`src/rtl/jtframe_sdram_arb_pkg.sv`:
```
// Shared types and the round-robin selection function for the SDRAM read arbiters.
// The function works on the widest supported client count and is narrowed by its callers.
package jtframe_sdram_arb_pkg;

    typedef enum logic [1:0] {IDLE, WAIT_ACK, WAIT_RDY} state_t;

    localparam int MAX_CLIENTS = 8;
    localparam int CLW         = $clog2(MAX_CLIENTS);

    typedef struct packed {
        logic           found;
        logic [CLW-1:0] idx;
    } pick_t;

    // First set bit of miss at or after ptr, wrapping modulo n.
    function automatic pick_t rr_pick(input logic [MAX_CLIENTS-1:0] miss,
                                      input logic [CLW-1:0]         ptr,
                                      input int                     n);
        pick_t p;
        int    idx;
        p.found = 1'b0;
        p.idx   = '0;
        for (int k = 0; k < MAX_CLIENTS; k++) begin
            idx = int'(ptr) + k;
            if (idx >= n) idx = idx - n;
            if (k < n && !p.found && miss[idx[CLW-1:0]]) begin
                p.found = 1'b1;
                p.idx   = CLW'(idx);
            end
        end
        return p;
    endfunction

endpackage

```
`src/rtl/jtframe_rr_pick.sv`:
```
// Combinational round-robin priority encoder over CLIENTS request lines.
module jtframe_rr_pick
    import jtframe_sdram_arb_pkg::*;
#(
    parameter int CLIENTS = 4
)(
    input  logic [CLIENTS-1:0]         miss,
    input  logic [$clog2(CLIENTS)-1:0] ptr,
    output logic                       found,
    output logic [$clog2(CLIENTS)-1:0] grant
);
    localparam int IW = $clog2(CLIENTS);

    pick_t pick;

    always_comb begin
        pick  = rr_pick(MAX_CLIENTS'(miss), CLW'(ptr), CLIENTS);
        found = pick.found;
        grant = IW'(pick.idx);
    end

endmodule

```
`src/rtl/jtframe_sdram_arb.sv`:
```
// Round-robin arbiter sharing one SDRAM read port among ROM clients,
// with a one-word hit cache per client and traffic blocked during ROM download.
module jtframe_sdram_arb
    import jtframe_sdram_arb_pkg::*;
#(
    parameter int CLIENTS = 4,
    parameter int AW      = 22,
    parameter int TOUT    = 255
)(
    input  logic                  clk,
    input  logic                  rst,
    input  logic                  downloading,
    input  logic [CLIENTS-1:0]    cl_req,
    input  logic [CLIENTS*AW-1:0] cl_addr,
    output logic [CLIENTS*32-1:0] cl_data,
    output logic [CLIENTS-1:0]    cl_ok,
    output logic                  sdram_req,
    output logic [AW-1:0]         sdram_addr,
    input  logic                  sdram_ack,
    input  logic                  data_rdy,
    input  logic [31:0]           data_read,
    output logic                  busy
);
    localparam int IW = $clog2(CLIENTS);
    localparam int TW = $clog2(TOUT+1);

    state_t             state, st_nxt;
    logic [IW-1:0]      ptr, grant, pick;
    logic               found;
    logic [CLIENTS-1:0] miss;
    logic [CLIENTS-1:0] cache_valid;
    logic [AW-1:0]      cache_addr [CLIENTS];
    logic [TW-1:0]      cnt;
    logic               do_grant, do_ack, do_rdy, do_tout;

    always_comb begin
        cl_ok = '0;
        for (int i = 0; i < CLIENTS; i++)
            cl_ok[i] = cl_req[i] & cache_valid[i] & (cache_addr[i] == cl_addr[i*AW +: AW]);
        miss = cl_req & ~cl_ok;
    end

    jtframe_rr_pick #(.CLIENTS(CLIENTS)) u_pick (
        .miss  (miss),
        .ptr   (ptr),
        .found (found),
        .grant (pick)
    );

    assign busy = (state != IDLE);

    always_ff @(posedge clk or posedge rst) begin
        if (rst) state <= IDLE;
        else     state <= st_nxt;
    end

    // data_rdy is only honoured in WAIT_RDY, so a stray rdy coincident with ack is dropped
    always_comb begin
        st_nxt   = state;
        do_grant = 1'b0;
        do_ack   = 1'b0;
        do_rdy   = 1'b0;
        do_tout  = 1'b0;
        case (state)
            IDLE:
                if (!downloading && found) begin
                    do_grant = 1'b1;
                    st_nxt   = WAIT_ACK;
                end
            WAIT_ACK:
                if (sdram_ack) begin
                    do_ack = 1'b1;
                    st_nxt = WAIT_RDY;
                end
            WAIT_RDY:
                if (data_rdy) begin
                    do_rdy = 1'b1;
                    st_nxt = IDLE;
                end else if (cnt == TW'(TOUT-1)) begin
                    do_tout = 1'b1;
                    st_nxt  = WAIT_ACK;
                end
            default: st_nxt = IDLE;
        endcase
    end

    always_ff @(posedge clk or posedge rst) begin
        if (rst) begin
            ptr         <= '0;
            grant       <= '0;
            sdram_req   <= 1'b0;
            sdram_addr  <= '0;
            cnt         <= '0;
            cl_data     <= '0;
            cache_valid <= '0;
            for (int i = 0; i < CLIENTS; i++) cache_addr[i] <= '0;
        end else begin
            if (do_grant) begin
                sdram_addr <= cl_addr[pick*AW +: AW];
                grant      <= pick;
                sdram_req  <= 1'b1;
            end
            if (do_ack) begin
                sdram_req <= 1'b0;
                cnt       <= '0;
            end
            if (state == WAIT_RDY && !do_rdy) cnt <= cnt + 1'b1;
            if (do_tout) begin
                sdram_req <= 1'b1;
                cnt       <= '0;
            end
            if (do_rdy) begin
                ptr <= (grant == IW'(CLIENTS-1)) ? '0 : grant + 1'b1;
                if (!downloading) begin
                    cl_data[grant*32 +: 32] <= data_read;
                    cache_addr[grant]       <= sdram_addr;
                    cache_valid[grant]      <= 1'b1;
                end
            end
            if (downloading) cache_valid <= '0;
        end
    end

endmodule

```
`config.mk`:
```
export PLATFORM = sky130hd
export DESIGN_NAME = jtframe_sdram_arb
export DESIGN_NICKNAME = d
export VERILOG_FILES = /design/src/rtl/jtframe_sdram_arb_pkg.sv /design/src/rtl/jtframe_rr_pick.sv /design/src/rtl/jtframe_sdram_arb.sv
export SDC_FILE = /design/constraint.sdc
export NUM_CORES = 1
export LEC_CHECK = 0
export ABC_AREA = 1
export CAP_MARGIN = 20
export CORE_MARGIN = 2
export CORE_UTILIZATION = 45
export DETAILED_ROUTE_END_ITERATION = 12
export HOLD_SLACK_MARGIN = 0.1
export PLACE_DENSITY = 0.8
export SKIP_CTS_REPAIR_TIMING = 1
export SLEW_MARGIN = 20
export SYNTH_ARGS = -nofsm -noshare
export SYNTH_HDL_FRONTEND = slang
export SYNTH_SLANG_ARGS = --single-unit
```
`constraint.sdc`:
```
create_clock -name clk -period 13.56 [get_ports clk]
set_clock_uncertainty 0.2 [all_clocks]
set_input_delay 3.39 -clock clk [delete_from_list [all_inputs] [get_ports clk]]
set_output_delay 3.39 -clock clk [all_outputs]
set_load 0.02 [all_outputs]
```
==> results of run 1 <==
==> worst register-to-register path, stage by stage, from the launching register on <==
cell and delay, ns:
dfrtp_1 0.40, nand2_1 0.07, o21ai_1 0.06, nor2_1 0.10, nand2_1 0.12, nor2_1 0.11, nand3_1 0.26, nand3_2 0.19
nand2_4 0.08, nand2_1 0.06, nand2_1 0.05, nand2_1 0.10, nand2_2 0.08, nand2_2 0.50, nand2_4 0.50, inv_2 0.51
nand2_1 0.22, nand3_1 0.18, nand3_1 0.09
==> area by class of cell <==
class | instances | area, um2 | area share (%)
flip-flops and latches | 257 | 6430 | 36.9
inverters | 215 | 815 | 4.68
repair buffers | 301 | 2980 | 17.1
well taps | 390 | 488 | 2.80
clock buffers | 39 | 833 | 4.79
clock inverters | 15 | 125 | 0.719
multi-input cells | 1246 | 5740 | 33.0
diodes | 1 | 2.50 | 0.0144
==> routing by layer <==
metal,track usage (%),up-vias
met1,39.2,6358
met4,13.4,0
met2,50.4,699
met3,7.00,123
met5,0,-
li1,-,6290
==> through the flow <==
stage	cell area, um2	setup WS (ns)	std cells	power (mW)	hold WS [ns]
finish	17400	4.10	2464	3.58	0.272
global route	17400	4.07	2463	3.78	0.290
CTS	17400	4.20	2463	3.57	0.272
global placement	16400	4.18	2409	2.74	0.260
detailed placement	16400	4.21	2409	2.76	0.268
floorplan	13300	2.90	1808	2.14	0.250
==> state kept, by name, summed over array words and instances, names as in the netlist <==
| signal | flops |
|---|---|
| state | 2 |
| cnt | 8 |
| grant | 2 |
| cache_addr | 88 |
| cache_valid | 4 |
| ptr | 2 |
| sdram_req | 1 |
| cl_data | 128 |
| sdram_addr | 22 |
==> worst paths after layout <==
path	from	to	slack (ns)	cells past startpoint
min	state[1]$_DFFE_PP0P_	state[0]$_DFFE_PP0P_	0.27	1
min reg2reg	state[1]$_DFFE_PP0P_	state[0]$_DFFE_PP0P_	0.27	1
max in group asynchronous	rst	cache_addr[44]$_DFFE_PP0P_	8.83	3
max reg2reg	cache_addr[73]$_DFFE_PP0P_	sdram_addr[14]$_DFFE_PP0P_	9.56	18
min in group asynchronous	rst	sdram_addr[16]$_DFFE_PP0P_	3.15	2
max	cl_addr[72]	cl_ok[3]	4.10	7
==> placed cells by master, fill, tap and decap left out, drive strengths merged, types with 2 or more instances in the layout <==
cell,count
nand2,630
clkdlybuf4s50,284
dfrtp,257
o21ai,232
inv,216
nand3,170
nor2,79
nand4,78
clkbuf,39
buf,17
clkinv,13
a21oi,10
ha,10
xnor2,6
nor3,5
nor4,4
xor2,2
o31ai,2
o211ai,2
o41ai,2
nor3b,2
mux2,2
or2,2
==> cell families (layout without fill, tap and decap cells) <==
| family | Yosys count | in the layout |
|---|---|---|
| buffers and inverters | 305 | 570 |
| other | 0 | 1 |
| AOI/OAI and AO/OA | 253 | 253 |
| DFF | 257 | 257 |
| and+or+nand+nor | 973 | 973 |
| muxes | 2 | 2 |
| xor gates and xnor gates | 8 | 8 |
| adders and majority gates | 10 | 10 |
==> power by group through the flow <==
stage / combinational [mW] / clock (mW) / sequential, mW
global route: 1.78 / 0.829 / 1.18
finish: 1.63 / 0.793 / 1.15
floorplan: 0.930 / 0 / 1.21
detailed placement: 1.61 / 0 / 1.16
CTS: 1.62 / 0.800 / 1.15
global placement: 1.59 / 0 / 1.15
==> key figures, run 1 <==
Timing
  • Fin crit share: 69.8%
  • Setup TNS: 0 ns
  • Relative slew slack: 23.9%
  • Endpoints failing setup: 0
  • Max Transition Viols Final: 0
  • Final Hold Fails: 0
  • Worst Tran Pin Value: 1.13 ns
  • RSZ-0062 raised after global routing: false
  • FMAX: 106 MHz
  • Tmin final: 9.46 ns

Global routing
  • Initial antenna violation count: 1
  • Total GRT Usage: 30.8%
  • First-pass GRT wire length: 74.4 mm
  • Vias in the first global route: 13,200
  • Largest net degree at the start of global routing: 101
  • Total grt overflow: 0

Power and ir drop
  • Switching Share: 46.1%
  • Leakage power: 8.79 nW
  • Sw Pwr: 1.65 mW
  • Clock share of power: 22.2%
  • Seq pwr share: 32.2%
  • Combinational fraction of design power: 45.6%
  • VDD IR-drop max: 0.000119 V
  • Int Power: 1.93 mW
  • PwrDens: 205 nW/um2

Floorplanning
  • Die ar.: 31,000 um2
  • Starting Density: 45.3%
  • Core area: 29,400 um2
  • Die Wd: 176 um
  • Row count: 63
  • Die H: 176 um
  • I/O Pins: 285

Synth
  • Combinational family with the most area after synthesis: simple AND/OR/NAND/NOR gates
  • Most frequent cell after synthesis: nand2_1
  • Post-synth EDFFs: 0
  • Async SR Flop Fraction: 100%
  • Syn. warnings: 0
  • Post-synthesis sequential area ratio: 48.2%
  • Post-Syn Instances: 1,808
  • Seq cells post-synth: 257
  • Top post-synthesis cells by area: dfrtp_1, nand2_1, o21ai_0
  • Post-Synth XOR/XNOR Area: 0.526%
  • Compound-Gate Fraction of Synth Area: 9.81%
  • Post-Synth Adder-Cell Area: 0.939%
  • Simple-gate share of the synthesized area: 31.4%
  • Mux cell area share after synthesis: 0.169%
  • Yosys top cell area share: 48.2%
  • Post-synth top cells: nand2_1, dfrtp_1, o21ai_0
  • Syn_nets: 1,947
  • Post-Syn Area: 13,300 um2
  • Cell variety after synth: 40
  • Main synth FF type: dfrtp_1
  • Leading area contributor after synthesis: dfrtp_1
  • Syn_area_per_cell: 7.37 um2

Clock tree
  • H-tree levels: 1
  • Inserted Clock Buffers: 29
  • Clk buf depth: 3
  • CTS Sinks: 257
  • Worst-skew pair later-pin latency: 0.57 ns
  • Clock-pin transition on the worst setup and hold timing paths: 0.06 ns
  • Root Buffer: clkbuf_16
  • TritonCTS clock tree: built

Detailed routing
  • Detailed Route WL: 47.9 mm
  • Vias: 13,500
  • DRT Pass-1 Iters: 6
  • Routed Antenna Nets: 0
  • Residual DRC count: 0
  • Routed len/inst: 19.4 um
  • Met3 wire length: 4.49 mm
  • Met2 wire len: 22.2 mm
  • Metal1 wirelength: 18.7 mm
  • Vias/cell: 5.47
  • Iteration-0 DRC Markers: 1,181
  • Top sig layer: met4

Worst setup path
  • Worst EP required: 9.97 ns
  • CP max FO: 2
  • Crit Path Class: input port to output pin
  • Slowest CP cell: clkdlybuf4s50_1
  • CP cell instances: clkdlybuf4s50_1, inv_1, nand2_1, nand2_1, or4_1, nor4_1, clkdlybuf4s50_1
  • Top cell family by delay on the critical path: buffers and inverters
  • Setup crit end kind: output pin
  • Max incr delay on CP: 0.71 ns
  • Worst path bufs/invs: 3
  • Critical Path AT: 5.87 ns
  • CP startpoint kind: input port

Place
  • Gpl congestion: 0.930
  • IO buf count: 284
  • Post-DP HPWL: 33.7 mm

Hold path
  • Hold Path Class: flip-flop to flip-flop

Finish
  • Nets: 2,189
  • Layout Utilization: 59.2%
  • Layout cells sized above 1: 6.22%
  • Fillcell total: 2,684
  • Area growth from synthesis to layout: 30.6%

Outcome
  • Outcome: finished clean

Job
  • Max_cap viols: 0
Power figures use the tool's default switching activity.
==> inputs of run 2 (changes only) <==
- PLACE_DENSITY: 0.8 -> 0.83
- clock period: 13.56 -> 7.7 ns (I/O delays scaled with it)
==> run 2 against run 1 <==
Effect of this change:
- global-route usage is 0.089 points higher
- register-to-register slack worse by 5.9 ns
- count of clock-buffer cells in the layout is 2 lower
- routed wire length is 1.1% higher
- clock power is 85% higher
- critical path depth is 1 lower
- die area stayed put
- sequential power is 77% higher
- hold slack better by 0.010 ns
- largest cell class unchanged
==> key figures, run 2 (synthesis gave the netlist of run 1 again) <==
Outcome
  • Outcome: finished clean

Floorplanning
  • Die Wd: 176 um (unchanged)
  • I/O Pins: 285 (unchanged)
  • Starting Density: 45.3% (unchanged)
  • Die ar.: 31,000 um2 (unchanged)
  • Core area: 29,400 um2 (unchanged)
  • Die H: 176 um (unchanged)
  • Row count: 63 (unchanged)

Global routing
  • Total grt overflow: 0 (unchanged)
  • First-pass GRT wire length: 74.5 mm (about the same)
  • Vias in the first global route: 13,000 (-1.1%)
  • Initial antenna violation count: 0 (-1)
  • Total GRT Usage: 30.9% (+0.089 points)
  • Largest net degree at the start of global routing: 147 (+46%)

Detailed routing
  • Routed Antenna Nets: 0 (unchanged)
  • Iteration-0 DRC Markers: 1,273 (+7.8%)
  • Routed len/inst: 19.6 um (+1.1%)
  • Vias/cell: 5.47 (about the same)
  • Detailed Route WL: 48.4 mm (+1.1%)
  • DRT Pass-1 Iters: 5 (-1)
  • Residual DRC count: 0 (unchanged)
  • Vias: 13,500 (+0.015%)

Worst setup path
  • Critical Path AT: 4.32 ns (-1.55 ns)
  • Setup crit end kind: output pin
  • CP startpoint kind: input port
  • CP max FO: 3 (+1)
  • Crit Path Class: input port to output pin
  • Worst EP required: 5.58 ns (-4.39 ns)
  • RR Startpoint: cache_addr[73]$_DFFE_PP0P_
  • CP Launch Point: cl_req[3]
  • R2R depth: 19 (+1)

Job
  • Max_cap viols: 0 (unchanged)

Clock tree
  • H-tree levels: 1 (unchanged)
  • Root Buffer: clkbuf_16
  • Clock-pin transition on the worst setup and hold timing paths: 0.06 ns (about the same)
  • CTS Sinks: 257 (unchanged)
  • TritonCTS clock tree: built
  • Inserted Clock Buffers: 29 (unchanged)
  • Worst-skew pair later-pin latency: 0.57 ns (about the same)
  • Clk buf depth: 3 (unchanged)

Timing
  • Max Transition Viols Final: 0 (unchanged)
  • RSZ-0062 raised after global routing: false
  • Endpoints failing setup: 0 (unchanged)
  • FMAX: 155 MHz
  • Final Hold Fails: 0 (unchanged)
  • Fin crit share: 83.7%
  • Hold WS: 0.283 ns (+0.0102 ns)
  • Worst Tran Pin Value: 1.16 ns (+0.0242 ns)
  • Worst Setup Slack, final: 1.26 ns (-2.84 ns)
  • Relative slew slack: 22.7% (-1.2 points)
  • Setup TNS: 0 ns (unchanged)
  • Tmin final: 6.44 ns

Place
  • Setup WS pre-CTS: 1.28 ns (-2.93 ns)
  • IO buf count: 284 (unchanged)
  • Gpl congestion: 0.931 (+0.15%)
  • Post-DP HPWL: 34.0 mm (+0.81%)
  • Placed Cells: 2,409 (unchanged)

Power and ir drop
  • VDD IR-drop max: 0.000238 V (+100%)
  • PwrDens: 367 nW/um2 (+79%)
  • Leakage power: 8.83 nW (+0.40%)
  • Total power: 6.44 mW (+80%)

Finish
  • Area growth from synthesis to layout: 31.5%
  • Fillcell total: 2,626 (-2.2%)
  • Reg with most FFs: cl_data
  • Nets: 2,193 (+0.18%)
  • Max reg flops: 128 (unchanged)
  • Layout cells sized above 1: 6.12% (-0.099 points)
  • Non-Filler Instances: 2,464 (unchanged)
  • Largest registers: cl_data: 128 flops, cache_addr: 88 flops, sdram_addr: 22 flops
  • Commonest non-fill, non-tap cells in the layout: nand2_1, clkdlybuf4s50_1, dfrtp_1
  • Diode count: 0 (-1)
  • Most common cell after layout, fill and taps aside: nand2_1

Hold path
  • Hold Path Cell Cnt: 1 (unchanged)
  • Hold Path Class: flip-flop to flip-flop
  • HP Start: state[1]$_DFFE_PP0P_
run 2: cell count changes in the layout (fill, tap and decap cells not counted), sizes merged:
cell and change:
buf +4, bufinv +4, clkinv -4, inv -3, clkbuf -2, clkinvlp +2
diode -1
run 2: metal layers:
| metal | wire (um) | GRT usage [%] | vias to the layer above |
|---|---|---|---|
| met4 | 1880 | 11.5 | 0 |
| met2 | 22800 | 50.4 | 732 |
| li1 | - | - | 6293 |
| met5 | 0 | 0 | - |
| met3 | 5150 | 8.51 | 105 |
| met1 | 18600 | 39.2 | 6342 |
run 2: final cells by class:
| type | count | area [um2] | area share, % |
|---|---|---|---|
| clock buffers | 37 | 776 | 4.43 |
| well taps | 390 | 488 | 2.78 |
| multi-input cells | 1246 | 5740 | 32.8 |
| repair buffers | 305 | 3060 | 17.5 |
| clock inverters | 14 | 216 | 1.24 |
| inverters | 215 | 811 | 4.63 |
| flip-flops and latches | 257 | 6430 | 36.7 |
run 2: power by group:
group / leakage (nW) / total (mW) / switching, mW / internal, mW
Sequential: 3.49 / 2.03 / 0.310 / 1.72
Combinational: 4.85 / 2.94 / 2.03 / 0.907
Clock: 0.487 / 1.47 / 0.593 / 0.880
Total: 8.83 / 6.44 / 2.93 / 3.50
run 2: worst max-delay path: stages:
cell             delay (ns)
clkdlybuf4s50_1        0.58
nand2_1                0.13
a2111oi_0              0.48
nand4_1                0.14
nor4_1                 0.37
clkdlybuf4s50_1        0.69
run 2: final timing paths:
check	endpoint	slack, ns
min	state[0]$_DFFE_PP0P_	0.28
min reg2reg	state[0]$_DFFE_PP0P_	0.28
max	cl_ok[3]	1.26
max in group asynchronous	sdram_req$_DFFE_PP0P_	4.35
min in group asynchronous	cl_data[118]$_DFFE_PP0P_	1.65
max reg2reg	sdram_addr[14]$_DFFE_PP0P_	3.69
run 2: per-stage QoR:
stage | utilization (%) | instance area (um2)
3_3_place_gp | 56.0 | 16500
6_report | 59.6 | 17500
5_1_grt | 59.6 | 17500
2_1_floorplan | - | 13300
4_1_cts | 59.3 | 17400
3_5_place_dp | 56.0 | 16500
==> inputs of run 3 (changes only) <==
- PLACE_DENSITY: 0.83 -> 0.8
- clock period: 7.7 -> 5.98 ns (I/O delays scaled with it)
==> run 3 against run 2 <==
Effect of this change:
- critical path depth grew 2
- routed wire length shrank 0.69%
- critical path type unchanged
- largest cell class unchanged
- sequential share of layout area shrank 0.089 points
==> key figures, run 3 (synthesis gave the netlist of run 1 again) <==
Detailed routing
  • Detailed Route WL: 48.0 mm (-0.69%)
  • Iteration-0 DRC Markers: 1,210 (-4.9%)
  • DRT Pass-1 Iters: 6 (+1)
  • Vias/cell: 5.45 (-0.26%)
  • Routed len/inst: 19.5 um (-0.81%)
  • Residual DRC count: 0 (unchanged)
  • Vias: 13,500 (-0.14%)
  • Routed Antenna Nets: 0 (unchanged)

Timing
  • Max Transition Viols Final: 0 (unchanged)
  • Worst Setup Slack, final: 0.369 ns (-0.887 ns)
  • Setup TNS: 0 ns (unchanged)
  • FMAX: 178 MHz
  • Endpoints failing setup: 0 (unchanged)
  • Hold WS: 0.284 ns (+0.00189 ns)
  • Worst Tran Pin Value: 1.13 ns (-0.0278 ns)
  • Tmin final: 5.61 ns
  • RSZ-0062 raised after global routing: false
  • Fin crit share: 93.8%
  • Final Hold Fails: 0 (unchanged)
  • Relative slew slack: 24.2% (+1.5 points)

Floorplanning
  • Die ar.: 31,000 um2 (unchanged)
  • Die H: 176 um (unchanged)
  • Die Wd: 176 um (unchanged)
  • Starting Density: 45.3% (unchanged)
  • Core area: 29,400 um2 (unchanged)
  • I/O Pins: 285 (unchanged)
  • Row count: 63 (unchanged)

Finish
  • Area growth from synthesis to layout: 31.8%
  • Non-Filler Instances: 2,467 (+0.12%)
  • Layout Utilization: 59.8% (+0.14 points)
  • Diode count: 0 (unchanged)
  • Reg with most FFs: cl_data
  • Commonest non-fill, non-tap cells in the layout: nand2_1, clkdlybuf4s50_1, dfrtp_1
  • Max reg flops: 128 (unchanged)
  • Layout cells sized above 1: 6.36% (+0.23 points)
  • Largest registers: cl_data: 128 flops, cache_addr: 88 flops, sdram_addr: 22 flops
  • Most common cell after layout, fill and taps aside: nand2_1
  • Nets: 2,193 (unchanged)

Place
  • IO buf count: 284 (unchanged)
  • Post-DP HPWL: 33.9 mm (-0.35%)
  • Gpl congestion: 0.998 (+7.3%)
  • Placed Cells: 2,413 (+0.17%)
  • Setup WS pre-CTS: 0.467 ns (-0.809 ns)

Global routing
  • Total GRT Usage: 30.8% (-0.094 points)
  • First-pass GRT wire length: 74.1 mm (-0.49%)
  • Total grt overflow: 0 (unchanged)
  • Initial antenna violation count: 1 (+1)
  • Vias in the first global route: 13,100 (+0.67%)
  • Largest net degree at the start of global routing: 143 (-2.7%)

Power and ir drop
  • Leakage power: 8.85 nW (+0.27%)
  • PwrDens: 476 nW/um2 (+30%)
  • VDD IR-drop max: 0.000267 V (+12%)

Clock tree
  • Inserted Clock Buffers: 29 (unchanged)
  • Clock-pin transition on the worst setup and hold timing paths: 0.06 ns (about the same)
  • CTS Sinks: 257 (unchanged)
  • Clk buf depth: 3 (unchanged)
  • TritonCTS clock tree: built
  • Worst-skew pair later-pin latency: 0.57 ns (about the same)
  • H-tree levels: 1 (unchanged)
  • Root Buffer: clkbuf_16

Hold path
  • HP Start: cache_valid[1]$_DFFE_PP0P_
  • Hold Path Class: flip-flop to flip-flop
  • Hold Path Cell Cnt: 2 (+1)
  • Hold path endpoint: cache_valid[1]$_DFFE_PP0P_

Worst setup path
  • CP startpoint kind: input port
  • Flop-to-flop setup slack: 2.62 ns (-1.07 ns)
  • Critical Path AT: 3.92 ns (-0.40 ns)
  • Reg2reg end: sdram_addr[13]$_DFFE_PP0P_
  • RR Startpoint: cache_addr[75]$_DFFE_PP0P_
  • R2R depth: 17 (-2)
  • Crit Path Class: input port to output pin
  • CP max FO: 2 (-1)
  • Worst EP required: 4.28 ns (-1.30 ns)
  • Setup crit end kind: output pin

Outcome
  • Outcome: finished clean

Job
  • Max_cap viols: 0 (unchanged)
[run 3: cell count changes in the layout (fill, tap and decap cells not counted)]
cell	change
clkbuf_1	-1
clkinv_4	-1
clkinv_1	-1
nor2_4	-1
buf_8	-2
clkbuf_8	+8
clkinv_2	-3
inv_2	+1
nor2_2	+1
buf_16	-1
buf_4	+3
[run 3: stage by stage]
stage	power (mW)	instance area (um2)
detailed placement	6.33	16500
CTS	8.33	17600
floorplan	4.85	13300
finish	8.36	17600
global route	8.85	17600
global placement	6.28	16500
[run 3: layout make-up]
cell class | instances | area (um2)
multi-input cells | 1246 | 5740
repair buffers | 305 | 3030
inverters | 215 | 811
clock inverters | 10 | 193
fillers | 2592 | 11800
well taps | 390 | 488
flip-flops and latches | 257 | 6430
clock buffers | 44 | 882
[run 3: power breakdown]
part | switching, mW | total (mW) | internal [mW]
registers | 0.390 | 2.60 | 2.21
logic | 2.60 | 3.76 | 1.16
clock network | 0.764 | 2.00 | 1.23
[run 3: routing by layer]
layer,share of wire [%],global-route usage [%],vias to the layer above
met3,10,7.99,118
met2,46,50.3,725
met4,4.7,12.9,2
li1,-,-,6300
met5,0.033,0,-
met1,39,38.8,6308
[run 3: worst max-delay path, stage by stage]
cell and delay (ns):
clkdlybuf4s50_1 0.51, inv_2 0.05, nand2_1 0.05, nand2_1 0.09, a2111oi_0 0.54, nand4_1 0.13
nor4_1 0.34, clkdlybuf4s50_1 0.70
[run 3: worst max path at each step]
stage	from	slack (ns)	cells after the start	end
3_5_place_dp	cl_addr[72]	0.47	7	cl_ok[3]
5_1_grt	cl_addr[78]	0.29	8	cl_ok[3]
3_3_place_gp	cl_addr[72]	0.43	7	cl_ok[3]
6_report	cl_addr[78]	0.37	8	cl_ok[3]
2_1_floorplan	rst	0.90	1	cache_addr[0]$_DFFE_PP0P_
4_1_cts	cl_addr[78]	0.45	8	cl_ok[3]
